**config.mk**
```make
export PLATFORM = sky130hd
export DESIGN_NAME = wb_stage
export DESIGN_NICKNAME = d
export VERILOG_FILES = /design/src/rtl/wb_stage.sv
export SDC_FILE = /design/constraint.sdc
export NUM_CORES = 1
export LEC_CHECK = 0
export ABC_AREA = 1
export BUFFER_PORTS_ARGS = -buffer_cell sky130_fd_sc_hd__buf_2
export CAP_MARGIN = 0
export CORE_ASPECT_RATIO = 1.25
export CORE_MARGIN = 2
export CORE_UTILIZATION = 44
export CTS_CLUSTER_DIAMETER = 120
export DETAILED_ROUTE_END_ITERATION = 10
export PLACE_DENSITY = 0.82
export SLEW_MARGIN = 15
export SYNTH_ARGS = -nofsm -noshare
export SYNTH_HDL_FRONTEND = slang
export SYNTH_SLANG_ARGS = --single-unit
export TNS_END_PERCENT = 100
```
**constraint.sdc**
```tcl
create_clock -name clk -period 1.2 [get_ports clk]
set_input_delay 0.18 -clock clk [delete_from_list [all_inputs] [get_ports clk]]
set_output_delay 0.18 -clock clk [all_outputs]
set_load 0.05 [all_outputs]
```
**src/rtl/wb_stage.sv**
```systemverilog
// rtl/wb_stage.sv - registered writeback stage with load wait, timeout and flush
module wb_stage #(
   parameter int XLEN    = 32,
   parameter int REG_AW  = 5,
   parameter int TIMEOUT = 16
) (
   input  logic              clk,
   input  logic              rst,
   input  logic              in_valid_i,
   output logic              in_ready_o,
   input  logic              reg_we_i,
   input  logic [REG_AW-1:0] reg_waddr_i,
   input  logic [XLEN-1:0]   reg_wdata_i,
   input  logic              jump_flag_i,
   input  logic [XLEN-1:0]   jump_addr_i,
   input  logic              load_i,
   input  logic [2:0]        load_funct3_i,
   input  logic [1:0]        load_offs_i,
   input  logic              mem_rvalid_i,
   input  logic [XLEN-1:0]   mem_rdata_i,
   input  logic              flush_i,
   output logic              reg_we_o,
   output logic [REG_AW-1:0] reg_waddr_o,
   output logic [XLEN-1:0]   reg_wdata_o,
   output logic              jump_flag_o,
   output logic [XLEN-1:0]   jump_addr_o,
   output logic              busy_o,
   output logic              timeout_o
);

   typedef enum logic {IDLE, WAIT_LOAD} state_t;

   // Counter only needs to reach TIMEOUT-1: the abort fires in the last allowed wait cycle
   localparam int CW = (TIMEOUT > 1) ? $clog2(TIMEOUT) : 1;

   state_t            state, state_nxt;
   logic [CW-1:0]     cnt;
   logic              ld_we;
   logic [REG_AW-1:0] ld_waddr;
   logic [2:0]        ld_funct3;
   logic [1:0]        ld_offs;

   logic accept;
   logic at_limit;
   logic rvalid_hit;
   logic tmo_hit;

   function automatic logic [XLEN-1:0] extract(input logic [2:0]      funct3,
                                               input logic [1:0]      offs,
                                               input logic [XLEN-1:0] word);
      logic [7:0]  b;
      logic [15:0] h;
      b = word[{offs, 3'b000} +: 8];
      h = word[{offs[1], 4'b0000} +: 16];
      case (funct3)
         3'b000:  extract = {{(XLEN-8){b[7]}}, b};
         3'b001:  extract = {{(XLEN-16){h[15]}}, h};
         3'b100:  extract = {{(XLEN-8){1'b0}}, b};
         3'b101:  extract = {{(XLEN-16){1'b0}}, h};
         default: extract = word;
      endcase
   endfunction

   assign in_ready_o = (state == IDLE);
   assign busy_o     = (state == WAIT_LOAD);
   assign accept     = in_valid_i & in_ready_o & ~flush_i;
   assign at_limit   = (TIMEOUT > 0) && (int'(cnt) == TIMEOUT - 1);
   assign rvalid_hit = busy_o & mem_rvalid_i & ~flush_i;
   assign tmo_hit    = busy_o & ~mem_rvalid_i & ~flush_i & at_limit;

   always_comb begin
      state_nxt = state;
      case (state)
         IDLE:      if (accept && load_i) state_nxt = WAIT_LOAD;
         WAIT_LOAD: if (flush_i || mem_rvalid_i || tmo_hit) state_nxt = IDLE;
         default:   state_nxt = IDLE;
      endcase
   end

   always_ff @(posedge clk) begin
      if (rst) begin
         state       <= IDLE;
         cnt         <= '0;
         ld_we       <= 1'b0;
         ld_waddr    <= '0;
         ld_funct3   <= '0;
         ld_offs     <= '0;
         reg_we_o    <= 1'b0;
         reg_waddr_o <= '0;
         reg_wdata_o <= '0;
         jump_flag_o <= 1'b0;
         jump_addr_o <= '0;
         timeout_o   <= 1'b0;
      end else begin
         state       <= state_nxt;
         reg_we_o    <= 1'b0;
         jump_flag_o <= 1'b0;

         if (accept && !load_i) begin
            if (reg_we_i && (reg_waddr_i != '0)) begin
               reg_we_o    <= 1'b1;
               reg_waddr_o <= reg_waddr_i;
               reg_wdata_o <= reg_wdata_i;
            end
            if (jump_flag_i) begin
               jump_flag_o <= 1'b1;
               jump_addr_o <= jump_addr_i;
            end
         end

         if (accept && load_i) begin
            ld_we     <= reg_we_i;
            ld_waddr  <= reg_waddr_i;
            ld_funct3 <= load_funct3_i;
            ld_offs   <= load_offs_i;
            cnt       <= '0;
         end else if (busy_o && !mem_rvalid_i && (TIMEOUT > 0)) begin
            cnt <= cnt + CW'(1);
         end

         // Destination register 0 is a sink: the load still completes, nothing is written
         if (rvalid_hit && ld_we && (ld_waddr != '0)) begin
            reg_we_o    <= 1'b1;
            reg_waddr_o <= ld_waddr;
            reg_wdata_o <= extract(ld_funct3, ld_offs, mem_rdata_i);
         end

         if (tmo_hit) timeout_o <= 1'b1;
      end
   end

endmodule

```
### Word level (Yosys, flattened, before mapping)

Cells that the tools add are included.

* bits in registers: 88
* latch bits: 0
* memory bits (writable): 0
* bits in read-only memories: 0
* bits of input ports: 114
* output and inout bits: 74
* logic and storage cells: 63
* memories kept: 0

* $add $sub $neg: 1
* multipliers: 0
* divide/modulo/power cells: 0
* magnitude comparators: 0
* equal/unequal tests: 4
* shift-type cells: 2
* muxes and demuxes: 14
* bitwise logic cells: 11
* reduce and logical (&&, ||, !) cells: 19

Operators with widths (count)
* case mux 32 bit (4 select lines): 1
* two-way mux 32 bit: 3
* variable part select 32 x 6 -> 16 bit: 1
* variable part select 32 x 6 -> 8 bit: 1
* two-way mux 5 bit: 3
* nonzero test 5 bit: 2
* bitwise AND 1 bit: 7
* equality test 3 bit (second input constant): 2
* logical AND 1 bit: 6
* two-way mux 1 bit: 6
* adder 4 x 1 -> 4 bit (second input constant): 1
* equality test 4 x 1 -> 1 bit (second input constant): 1
* NOT 1 bit: 4
* AND reduction 2 bit: 2
* nonzero test 2 bit: 2
* OR reduction 2 bit: 2
* equality test 3 x 1 -> 1 bit (second input constant): 1
* logical NOT 3 bit: 1
* logical NOT 1 bit: 2
* logical OR 1 bit: 2
* case mux 1 bit (2 select lines): 1

### Depth between registers and ports, before layout

Gate-level depths: netlist of run 1.

* word-level depth: 7
* mapped depth: 11
* depth with buffers taken out: 9

### Worst setup path after synthesis of run 1

Ideal clock, no wire load.

* path type: register to register
* from: register state, in the netlist busy_o
* to: register reg_wdata_o[25]
* setup time: 0.059 ns
* data arrival time: 1.557 ns
* data required time: 1.141 ns
* path slack: -0.416 ns
* cell stages (with the launch flop): 10
* path buffers: 1
* period minus slack after synthesis: 1.616 ns
* cell sequence: dfxtp_1 > nand2_1 > nor2_2 > nand2_2 > nand2_1 > nand2_2 > nor2_4 > buf_4 > nand3_1 > nand2_1

* cells in the longest elaborated chain, start to end: 6
* elaborated cells on any way between the ends: 12
* classes of those cells: mux: 1; bitwise: 5; reduce/logical: 6

Ends and longest elaborated chain
* start: declaration: RTL line 36 `state_t state, state_nxt;`
* start signal: assignment: RTL line 95 `state <= state_nxt;`
* bitwise AND 1 bit or NOT 1 bit (tied branches): RTL line 68, 64
* bitwise AND 1 bit (on tied branches): RTL line 68, 66
* logical AND 1 bit or bitwise AND 1 bit (tied branches): RTL line 122, 66
* logical AND 1 bit (on tied branches): RTL line 122, 99
* nonzero test 2 bit (no line)
* AND reduction 2 bit (no line)
* end signal: assignment: RTL line 103 `reg_wdata_o <= reg_wdata_i;`
* end signal: assignment: RTL line 125 `reg_wdata_o <= extract(ld_funct3, ld_offs, mem_rdata_i);`
* end: declaration: RTL line 24 `output logic [XLEN-1:0] reg_wdata_o,`

Parallel ways exist; a longest one is shown, timed or not.
A chain may end at the register's enable or synchronous reset.

### Worst setup path after layout of run 1

* from: register ld_we
* to: register reg_wdata_o[13]

* cells in the longest elaborated chain, start to end: 4
* elaborated cells on any way between the ends: 6
* classes of those cells: mux: 1; reduce/logical: 5

Ends and longest elaborated chain
* start: declaration: RTL line 38 `logic ld_we;`
* start signal: assignment: RTL line 112 `ld_we <= reg_we_i;`
* logical AND 1 bit * (2 in series): RTL line 122 `if (rvalid_hit && ld_we && (ld_waddr != '0)) begin`
* nonzero test 2 bit (no line)
* AND reduction 2 bit (no line)

Mark *: on every way between the ends. The rest lies on a longest branch, timed or not.

==> results of run 1 <==
[per-layer routing]
layer  share of wire [%]  vias up  track usage [%]
met1                  36     2586             28.3
li1                    -     2776                -
met5                0.18        -                0
met4                 5.0        4             13.5
met2                  49      304             46.2
met3                 9.6       79             6.89
[worst min path at each step]
stage / to / slack (ns)
2_1_floorplan: busy_o$_SDFF_PP0_ / 0.24
3_3_place_gp: jump_addr_o[23]$_SDFFE_PP0P_ / 0.43
3_5_place_dp: busy_o$_SDFF_PP0_ / 0.43
4_1_cts: busy_o$_SDFF_PP0_ / 0.09
5_1_grt: jump_addr_o[16]$_SDFFE_PP0P_ / 0.10
6_report: jump_addr_o[22]$_SDFFE_PP0P_ / 0.11
[power groups by stage]
stage	registers [uW]	clock network, uW	logic [uW]
after global placement	3130	0	1270
after CTS	3070	3140	1400
after global routing	3090	3280	1750
after floorplan	3390	0	539
final	3080	3130	1630
after detailed placement	3130	0	1290
[state kept, by name, indices dropped and copies added (netlist names)]
register / count
busy_o: 1
cnt: 4
jump_addr_o: 32
jump_flag_o: 1
ld_funct3: 3
ld_offs: 2
ld_waddr: 5
ld_we: 1
reg_waddr_o: 5
reg_wdata_o: 32
reg_we_o: 1
timeout_o: 1
[layout by cell type (no fill, tap or decap), types with 20 or more instances in the layout]
cell     synthesis  layout
nand3_2          0      20
buf_4            3      48
o21ai_1          5      22
nand3_1         94      73
dfxtp_1         88      82
buf_2           16     185
nor2_1          58      52
inv_1          113     109
nand2_1        177     161
a21oi_1         64      49
[logic make-up (layout without fill, tap and decap cells)]
kind of cell	count (synthesis)	count (layout)	share of synthesized area (%)
xor+xnor	2	2	0.376
buf+inv	160	400	14.3
simple gates	367	368	34.4
compound gates	119	119	12.9
fa+ha+maj	1	1	0.269
flops	88	88	37.8
other cells	0	2	0
[stage by stage]
stage               utilization (%)  instances  worst slack (ns)  instance area (um2)  TNS, ns
floorplan                         -        737            -0.122                 4760    -3.19
global placement               57.5       1065            -0.335                 6010   -10.60
detailed placement             57.5       1065            -0.397                 6010   -12.55
CTS                            65.1       1095            -0.180                 6810    -7.48
global route                   70.2       1110            -0.301                 7340   -14.30
finish                         70.3       1112            -0.255                 7350    -9.76
[final cells by class]
cell class	instances	area, um2
antenna	2	5.00
sequential	88	1780
fill	840	3110
clock inverter	4	76.3
multi-input combinational	490	2700
inverter	118	473
tap	132	165
timing repair buffer	266	1890
clock buffer	12	256
[critical path: cells and delay by family, from the launching register on]
family | cells | cell delay [ns]
simple gates | 6 | 0.62
buf+inv | 3 | 0.42
flops | 1 | 0.34
[timing repair]
action	CTS	global route
setup buffers	9	8
resized for setup	83	93
setup endpoints to repair	75	89
pin swaps	8	22
cloned	6	7
==> metrics, run 1 <==
vias per std cell=5.17; Slew @ Worst Pin=0.417 ns; CTS sink cnt=88; routability cong.=0.972; RSZ-0062 raised after global routing=true; FF-to-FF Start=ld_we$_SDFFE_PP0P_; antenna violations before repair=3; final hold vios=0; hold crit path type=input port to flop; Hold Crit Depth=3; Int Pwr=5600 uW; largest net degree at the start of global routing=27; H-tree depth=3; worst-path fanout max=8; Total Routed Length=16,900 um; FP Rows=42; flop and latch count out of synthesis=88; top-count cell post-synth=nand2_1; Synth cell types=29; syn_nets=852; IO Count=188; Root Buffer=clkbuf_16; clock-pin slew on the worst setup and hold paths=0.06 ns; worst vdd ir=769 uV; share of flip-flops with an asynchronous set or reset=0%; global-route wire length before repair=23,700 um; Max Root-Sink Buffers=2; Avg Cell Area, Syn=6.32 um2; hpwl dp=10,600 um; crit path DAT=1.73 ns; Synth top cells by count=nand2_1, inv_1, nand3_1; Tot Pwr=7840 uW; Synth area leader=dfxtp_1; sw frac=28.6%; DRC violations left=0; final critical-path share of the clock period=121%; Rel. slew slack=72.2%; Final Net Count=1,088; worst setup margin=-0.255 ns; outcome=complete, but fails checks; Initial Util=44.5%; Core ar.=10,500 um2; Die W=96.0 um; Synth Instances=737; Critical Path Sink=reg_wdata_o[13]$_SDFFE_PP0P_; Critical-path top delay cell=dfxtp_2; clock share of power=39.9%; Net Switching=2240 uW; post-cts hold buffer count=0; top_reg_cell synth=dfxtp_1; CTS tree=built; P per Cell Area=1070 nW/um2; CP Launch Type=flop; gr ovfl total=0; Netlist Area Pre-Place=4660 um2; Final setup viols=74; initial drt markers=399; failing checks=setup timing; worst reg2reg endpoint=reg_wdata_o[13]$_SDFFE_PP0P_; Antenna Violating Nets Remaining=0; Flop pwr share=39.3%; Pre-antenna DRT Iters=5; max_cap viols=0; Setup Skew=0.00668 ns; sequential area share after synthesis=37.8%; Die H=119 um; EDFF count, synth=0; R2R setup slack=-0.25 ns; R2R depth=9; ranking of synthesized cells by area=dfxtp_1, nand2_1, nand3_1, inv_1, a21oi_1; share of cells above drive strength 1=41.3%; Die ar.=11,400 um2; pins over their slew limit=0; fmax=0.687 GHz; Combinational Power Share=20.8%; vias in the first global route=5,254; Hold Slack=0.106 ns; Total GRT Usage=26.3%; worst skew pair latency=0.34 ns; crit path launch=ld_we$_SDFFE_PP0P_; Synth top area share=37.8%; leakage power figure=0.00395 uW; I/O Buffers=187; Crit path required time=1.47 ns; cell-by-cell trace of the critical path=nand2_2, nor2_4, nand2_4, buf_12, buf_6, buf_6, nand3_1, nand3_1, nor2_1; area growth from synthesis to layout=57.8%; cts bufs inserted=9; Final min period=1.45 ns; via count=5,749; Syn. warnings=0; CP Class=flop to flop; crit-path max cell delay=0.34 ns; HP Start=jump_addr_i[22]; CP endpoint kind=flop; wire per inst=15.2 um
No activity file was read; power rests on OpenSTA's default activity.
==> run 2: changes to the inputs <==
ABC_AREA = 0   (was 1)
CORE_UTILIZATION = 42   (was 44)
PLACE_DENSITY = 0.81   (was 0.82)
==> run 2 against run 1 <==
The flow still finishes with violations (setup timing). Via count decreased by 14%. Final area shrank 6.1%. Non-clock buffer count fell by 4. Largest power group is now registers. Register-to-register slack got worse by 0.38 ns. Die area shrank 9.9%. Sequential share of layout area is 1.5 points higher. Global-route usage increased by 0.24 points.
==> metrics, run 2 <==
Antenna Violating Nets Remaining=0 (unchanged); CP Class=flop to flop; post-synthesis compound-gate area fraction=23.2% (+10 points); Area after DPL=5510 um2 (-8.3%); post-synthesis adder-cell area fraction=0.314% (+0.045 points); pins over their slew limit=0 (unchanged); syn_nets=643 (-25%); H-tree depth=3 (unchanged); Core ar.=9170 um2 (-12%); Die H=113 um (-5.1%); initial drt markers=338 (-15%); P per Cell Area=1040 nW/um2 (-2.6%); Total GRT Usage=26.6% (+0.24 points); M1 WL=5530 um (-8.3%); EDFF count, synth=0 (unchanged); share of flip-flops with an asynchronous set or reset=0% (unchanged); Rel. slew slack=77.5% (+5.3 points); max_cap viols=0 (unchanged); worst setup margin=-0.635 ns (-0.381 ns); WL met2=8270 um (-0.90%); worst vdd ir=979 uV (+27%); final hold vios=0 (unchanged); Die W=91.2 um (-5.0%); outcome=complete, but fails checks; Final min period=1.84 ns (+0.381 ns); simple-gate share of the synthesized area=21.9% (-12 points); failing checks=setup timing; DRC violations left=0 (unchanged); flop and latch count out of synthesis=88 (unchanged); IO Count=188 (unchanged); Post-Synth XOR/XNOR Area=0.659% (+0.28 points); met3 wire len=1390 um (-14%); top_reg_cell synth=dfxtp_1; antenna violations before repair=0 (-3); CTS sink cnt=88 (unchanged); Avg Cell Area, Syn=7.56 um2 (+20%); commonest non-fill, non-tap cell in the layout=buf_2; biggest regs=jump_addr_o x32, reg_wdata_o x32; Slew @ Worst Pin=0.337 ns (-0.0804 ns); via count=4,954 (-14%); Antenna Diode Count=0 (-2); FP Rows=39 (-7.1%); Initial Util=43.5% (-1.0 points); setup TNS=-30.72 ns (-20.96 ns); largest net degree at the start of global routing=51 (+89%); number of buffers and inverters on the critical path=1 (-2); Syn. warnings=0 (unchanged); Max Root-Sink Buffers=2 (unchanged); crit path DAT=2.06 ns (+0.33 ns); fin util=75.2% (+4.9 points); routability cong.=0.951 (-2.2%); Synth top area share=44.2% (+6.3 points); placed cells=853 (-20%); gr ovfl total=0 (unchanged); I/O Buffers=187 (unchanged); Synth cell types=40 (+38%); clock-pin slew on the worst setup and hold paths=0.06 ns (about the same); design area=6900 um2 (-6.1%); CP top delay family=compound AO/OA/AOI/OAI gates; CP Launch Type=flop; Synth top cells by count=nand2_1, dfxtp_1, a21oi_1; wire per inst=17.8 um (+17%); vias in the first global route=4,650 (-11%); cell-by-cell trace of the critical path=or3_4, o31a_1, nand3_1, buf_6, a21oi_1, o32ai_1; Synth area leader=dfxtp_1; Setup Skew=0.00463 ns (-0.00205 ns); largest family of logic cells by synthesized area=compound AO/OA/AOI/OAI gates; CTS tree=built; hold crit path type=input port to flop; hpwl dp=9710 um (-8.8%); Total Routed Length=15,700 um (-6.7%); post-cts hold buffer count=0 (unchanged); worst skew pair latency=0.34 ns (about the same); area growth from synthesis to layout=72.8%; global-route wire length before repair=22,200 um (-6.6%); CP endpoint kind=flop; Critical-path top delay cell=or3_4; Crit path required time=1.43 ns (-0.04 ns); ranking of synthesized cells by area=dfxtp_1, nand2_1, a21oi_1, clkbuf_1, o32ai_1; final critical-path share of the clock period=153% (+32 points); Pre-antenna DRT Iters=7 (+2); leakage power figure=0.00291 uW (-26%); DR top layer=met4; vias per std cell=5.60 (+8.4%); mux contribution to synthesized area=2.60% (+2.6 points); share of cells above drive strength 1=53.6% (+12 points); sequential area share after synthesis=44.2% (+6.3 points); cts bufs inserted=9 (unchanged); Final setup viols=74 (unchanged); top-count cell post-synth=nand2_1; fin cells=884 (-21%); crit-path max cell delay=0.40 ns (+0.06 ns); Root Buffer=clkbuf_16; Synth Instances=528 (-28%); commonest non-fill, non-tap cells in the layout=buf_2, dfxtp_1, nand2_1, a21oi_1, buf_4; Netlist Area Pre-Place=3990 um2 (-14%); worst-path fanout max=16 (+8); Die ar.=10,300 um2 (-9.9%); fmax=0.545 GHz (-21%); Final Net Count=871 (-20%); RSZ-0062 raised after global routing=true
## run 2: cell count changes in the layout (fill, tap and decap cells not counted), moves of 16 or more
cell	before	now
nand3_1	73	6
nand2_1	161	80
clkbuf_4	0	21
nand2_4	8	34
o21ai_2	18	2
nor2_1	52	28
o21ai_1	22	0
inv_1	109	22
buf_2	185	164
a21oi_2	15	34
## run 2: logic make-up (layout without fill, tap and decap cells)
family          Yosys count  in the layout
xor+xnor                  3              3
mux                       9              9
fa+ha+maj                 1              1
buf+inv                  69            301
flops                    88             88
compound gates          150            150
simple gates            208            209
## run 2: layout make-up
class | instances | area, um2
Multi-Input combinational cell | 372 | 2700
Fill cell | 691 | 2280
Timing Repair Buffer | 262 | 1870
Sequential cell | 88 | 1770
Clock buffer | 12 | 258
Tap cell | 123 | 154
Inverter | 23 | 88.8
Clock inverter | 4 | 51.3
## run 2: layer usage
layer | vias up | GRT usage [%]
li1 | 2308 | -
met2 | 295 | 48.2
met1 | 2302 | 29.8
met4 | 0 | 11.4
met3 | 49 | 5.99
met5 | - | 0
## run 2: final timing paths
check                           slack, ns                           end                         start  cells after the start
worst max-delay path                -0.64  reg_wdata_o[23]$_SDFFE_PP0P_      ld_waddr[4]$_SDFFE_PP0P_                      6
worst min-delay path                 0.08  jump_addr_o[18]$_SDFFE_PP0P_               jump_addr_i[18]                      3
worst max register to register      -0.64  reg_wdata_o[23]$_SDFFE_PP0P_      ld_waddr[4]$_SDFFE_PP0P_                      6
worst min register to register       0.46  jump_addr_o[22]$_SDFFE_PP0P_  jump_addr_o[22]$_SDFFE_PP0P_                      2
## run 2: power breakdown
group	total, uW	internal (uW)	switching [uW]	leakage (uW)
combinational	1200	488	712	0.00205
clock	2930	1740	1180	0.000148
sequential	3040	2990	51.4	0.000714
total	7170	5220	1950	0.00291
## run 2: tightest hold or removal path: cells and delay by family
family | cells | cell delay [ns]
AND/OR/NAND/NOR | 1 | 0.05
buffers and inverters | 1 | 0.10
AO/OA/AOI/OAI | 1 | 0.04
## run 2: metrics by stage
stage / total power [uW] / hold slack [ns] / worst slack (ns)
floorplan: 3600 / 0.316 / -0.641
global placement: 4020 / 0.419 / -0.644
detailed placement: 4040 / 0.426 / -0.699
CTS: 7040 / 0.0666 / -0.573
global route: 7370 / 0.0834 / -0.771
finish: 7170 / 0.0814 / -0.635
## run 2: timing repair
| action | 4_1_cts | 5_1_grt |
|---|---|---|
| endpoints found under the setup margin | 76 | 91 |
| cloned | 6 | 3 |
| pin swaps | 45 | 58 |
| setup buffers | 6 | 6 |
| resized for setup | 80 | 144 |
